==> src/rtl/pc_sequencer.sv <==
// Program-counter sequencer: sequential / conditional-jump / call / return flow
// with a LIFO return stack, one-cycle bubble after transfers, sticky HALT on stack error.
module pc_sequencer #(
  parameter  int PC_WIDTH    = 8,
  parameter  int STACK_DEPTH = 4,
  localparam int DW          = $clog2(STACK_DEPTH+1)
) (
  input  logic                clk,
  input  logic                rst_n,
  input  logic                instr_valid,
  output logic                instr_ready,
  input  logic [1:0]          op,
  input  logic                cond_result,
  input  logic [PC_WIDTH-1:0] target,
  output logic [PC_WIDTH-1:0] pc,
  output logic                flush,
  output logic                halted,
  output logic                stack_err,
  output logic [DW-1:0]       depth
);

  typedef enum logic [1:0] {RUN, FLUSH, HALT} state_t;

  typedef struct packed {
    logic [1:0]          op;
    logic                cond;
    logic [PC_WIDTH-1:0] target;
  } req_t;

  localparam logic [DW-1:0] FULL = DW'(STACK_DEPTH);

  state_t                                state, state_nxt;
  req_t                                  req;
  logic [PC_WIDTH-1:0]                   pc_nxt, pc_inc, stack_top;
  logic [DW-1:0]                         depth_nxt;
  logic                                  push, err;
  logic [STACK_DEPTH-1:0][PC_WIDTH-1:0]  stack_rd;

  assign req    = '{op: op, cond: cond_result, target: target};
  assign pc_inc = pc + PC_WIDTH'(1);

  // Entry i holds the return address pushed when occupancy was i; contents are not reset.
  for (genvar i = 0; i < STACK_DEPTH; i++) begin : g_stk
    localparam logic [DW-1:0] IDX = DW'(i);
    logic [PC_WIDTH-1:0] entry;
    always_ff @(posedge clk)
      if (push && depth == IDX) entry <= pc_inc;
    assign stack_rd[i] = entry;
  end

  always_comb begin
    stack_top = '0;
    for (int i = 0; i < STACK_DEPTH; i++)
      if (depth == DW'(i+1)) stack_top = stack_rd[i];
  end

  // State register and registered outputs
  always_ff @(posedge clk or negedge rst_n) begin
    if (!rst_n) begin
      state     <= RUN;
      pc        <= '0;
      depth     <= '0;
      flush     <= 1'b0;
      halted    <= 1'b0;
      stack_err <= 1'b0;
    end else begin
      state     <= state_nxt;
      pc        <= pc_nxt;
      depth     <= depth_nxt;
      flush     <= (state_nxt == FLUSH);
      halted    <= (state_nxt == HALT);
      stack_err <= stack_err | err;
    end
  end

  // Next-state and datapath
  always_comb begin
    state_nxt = state;
    pc_nxt    = pc;
    depth_nxt = depth;
    push      = 1'b0;
    err       = 1'b0;
    case (state)
      RUN: if (instr_valid) begin
        case (req.op)
          2'b00: pc_nxt = pc_inc;
          2'b01: begin
            if (req.cond) begin
              pc_nxt    = req.target;
              state_nxt = FLUSH;
            end else begin
              pc_nxt = pc_inc;
            end
          end
          2'b10: begin
            if (depth == FULL) begin
              err       = 1'b1;
              state_nxt = HALT;
            end else begin
              push      = 1'b1;
              pc_nxt    = req.target;
              depth_nxt = depth + DW'(1);
              state_nxt = FLUSH;
            end
          end
          default: begin
            if (depth == '0) begin
              err       = 1'b1;
              state_nxt = HALT;
            end else begin
              pc_nxt    = stack_top;
              depth_nxt = depth - DW'(1);
              state_nxt = FLUSH;
            end
          end
        endcase
      end
      FLUSH:   state_nxt = RUN;
      default: state_nxt = HALT;
    endcase
  end

  // Outputs decoded from state
  always_comb begin
    instr_ready = (state == RUN);
  end

endmodule
==> config.mk <==
export PLATFORM = sky130hd
export DESIGN_NAME = pc_sequencer
export DESIGN_NICKNAME = d
export VERILOG_FILES = /design/src/rtl/pc_sequencer.sv
export SDC_FILE = /design/constraint.sdc
export NUM_CORES = 1
export LEC_CHECK = 0
export CAP_MARGIN = 5
export CORE_MARGIN = 2
export CORE_UTILIZATION = 40
export CTS_CLUSTER_SIZE = 30
export DETAILED_ROUTE_END_ITERATION = 8
export GPL_TIMING_DRIVEN = 0
export PLACE_DENSITY_LB_ADDON = 0.05
export SYNTH_ARGS = -nofsm -noshare
export SYNTH_HDL_FRONTEND = slang
export SYNTH_SLANG_ARGS = --single-unit
==> constraint.sdc <==
create_clock -name clk -period 5.71 [get_ports clk]
set_input_delay 1.142 -clock clk [delete_from_list [all_inputs] [get_ports clk]]
set_output_delay 1.142 -clock clk [all_outputs]
set_load 0.01 [all_outputs]
==> run metrics <==
status=completed; RD Place Congestion=approximately 0.78; WS Path Type=in -> reg; Inserted Clock Buffers=5; Worst Path Buf+Inv=2; Post-CTS Hold Buffers=0; WP data required=5.62 ns; worst-skew pair later-pin latency=0.29 ns; CP Data Arrival Time=a little over 3 ns; Final setup viols=0; Power, Total=roughly 1300 µW; CTS H-tree lvls=2; I/O Buffers=27; unrepaired setup endpoints after global routing=no; Post-Syn Nets=213; # IOs=29; Post-Syn Instances=approximately 190; sequential power share=41.3%; initial core utilization=42.2%; gr ovfl total=0; CTS tree=done; Die W=80.6 µm; die footprint=6500 µm²; Synth area leader=edfxtp_1; Initial DRC Count=roughly 120; switching share of total power=around 36%; multi-input logic area=916 µm²; post-CTS setup buffer count=0; fillcell total=slightly above 500; Syn-to-layout area delta=19.8%; Final Cell Area=approximately 2800 µm²; most frequent cells after synthesis=edfxtp_1 (32), dfrtp_1 (16), nor2_1 (16); Sw Pwr=474 µW; CP max stage delay=a little over 0.8 ns; core area=5570 µm²; synth warn=0; Met1 Wirelength=roughly 2.7 mm; Via Count=1630; post-CTS sizing=0; largest net degree at the start of global routing=17; CTS root buf=clkbuf_8; DRC Markers=0; vias in the first global route=1649; routed wl met3=302 µm; Routed Antenna Nets=0; Seq/Total Area, Yosys=between 50% and 60%; DP Wirelength=approximately 3.9 mm; Final Hold Fails=0; Post-Place Cell Area=2720 µm²; maximum vdd drop=0.175 mV; Rows=27; Worst-path clk slew=0.08 ns; min Tclk post-route=3.11 ns; Final Util=about half; Nets=247; Inserted Diodes=0; initial antenna violation count=0; layout cell share with drive strength beyond 1=13.2%; dominant cells by area after synthesis=edfxtp_1 (41%), dfrtp_1 (17%), ha_1 (3.7%), o21ai_0 (2.6%), nand3b_1 (2.6%); drt pass-1 iters=4; Worst Hold Class=reg -> reg; Yosys cell types=47; Slowest cell on crit path=nor3b_2; fin crit share=between 50% and 60%; startpoint types=input pin; worst slew pin tran=0.949 ns; async set or reset register ratio after synthesis=approximately a third; Clock Skew=0.00648 ns; CP Cell Sequence=clkdlybuf4s50_1 > nor2b_1 > clkbuf_1 > nand2_1 > nor3b_2; met2 wire length=2.55 mm; Max Slew Vio Count=0; Max Fclk=approximately 0.32 GHz; gr usage total=19.5%; Syn Area/Cell=~12 µm²; most common cell in the netlist=edfxtp_1; Yosys reg bits=48; clock tree buffer depth=2; top cell type's share of synthesized area=roughly two fifths; CTS sink cnt=48; Total Wirelength=between 5 and 6 mm; ys flop type=edfxtp_1; delay-heaviest family, CP=simple AND/OR/NAND/NOR gates; number of flops mapped to enable cells by yosys=32; Pint=827 µW; PD cells=462 nW/µm²; vias per inst=5.45; CP max FO=8; maxcap violations=0; routed len/inst=18.8 µm; first-pass GRT wire length=9.14 mm; worst rel slew slack=36.5%; synthesized area=2350 µm²; die height=80.6 µm; Lkg Pwr=around 0.0010 µW; Worst setup EP type=flip-flop; DR top layer=met4; combinational power share=43.0%; setup tns final=0 ns; Register Area=1360 µm²; clock power share=15.7%
## metrics by stage
| stage | hold WS (ns) | setup WS, ns | std cells |
|---|---|---|---|
| after global routing | 0.524 | 2.53 | 299 |
| after global placement | 0.455 | 1.77 | 291 |
| after floorplan | 0.502 | 2.91 | 192 |
| after CTS | 0.477 | 2.59 | 299 |
| after detailed placement | 0.457 | 2.27 | 291 |
| final | 0.474 | 2.60 | 299 |
## layer usage
layer,global-route usage [%],up-vias
met5,0,-
li1,-,794
met1,28.8,779
met3,2.36,10
met2,29.9,47
met4,5.93,0
## placed cells by master (no fill, tap or decap), types with 2 or more instances in the layout
cell type	count
o21ai_0	12
xnor2_1	6
dfrtp_1	16
inv_1	5
and2_1	2
a221oi_2	3
nand3b_1	8
nor2_1	16
xor2_1	3
nand4_1	4
ha_1	7
buf_2	2
clkbuf_8	6
a31oi_1	3
o21ai_2	2
nand3_1	4
a221oi_1	5
a21oi_1	5
o32a_1	5
nand2_1	15
or2_2	3
clkbuf_1	3
nor3b_2	3
clkdlybuf4s50_1	27
edfxtp_1	32
o211ai_1	3
nor2b_1	2
buf_4	4
## area by class of cell
| cell class | instances | area share [%] |
|---|---|---|
| inverters | 5 | 0.667 |
| clock buffers | 7 | 3.07 |
| plain buffers | 10 | 2.27 |
| multi-input cells | 129 | 32.5 |
| well taps | 72 | 3.20 |
| flip-flops and latches | 48 | 48.4 |
| clock inverters | 1 | 0.267 |
| repair buffers | 27 | 9.60 |
## state kept, by name, indices dropped and copies added (netlist names)
signal	cells
g_stk.entry	32
pc	8
depth	3
state	2
flush	1
halted	1
stack_err	1
## logic make-up after synthesis
kind of cell | Yosys count | share of synthesized area, %
AOI/OAI and AO/OA | 49 | 16.1
xor gates and xnor gates | 9 | 3.35
adders and majority gates | 7 | 3.73
buffers and inverters | 15 | 3.51
DFF | 48 | 57.9
muxes | 2 | 0.905
and+or+nand+nor | 62 | 14.5
## worst paths after layout
path | from | end | slack (ns) | cells past startpoint
min reg2reg | stack_err$_DFF_PN0_ | stack_err$_DFF_PN0_ | 0.47 | 1
max reg2reg | depth[0]$_DFFE_PN0P_ | g_stk[3].entry[1]$_DFFE_PP_ | 3.35 | 6
min in group asynchronous | rst_n | depth[2]$_DFFE_PN0P_ | 1.32 | 1
min | stack_err$_DFF_PN0_ | stack_err$_DFF_PN0_ | 0.47 | 1
max | op[1] | g_stk[0].entry[1]$_DFFE_PP_ | 2.60 | 5
max in group asynchronous | rst_n | pc[0]$_DFFE_PN0P_ | 3.88 | 1
## power groups by stage
stage | clock network [µW] | registers (µW) | logic, µW
CTS | 212 | 537 | 564
detailed placement | 0 | 544 | 561
finish | 204 | 537 | 559
global route | 231 | 549 | 620
global placement | 0 | 540 | 545
floorplan | 0 | 551 | 331
Power figures use the tool's default switching activity.
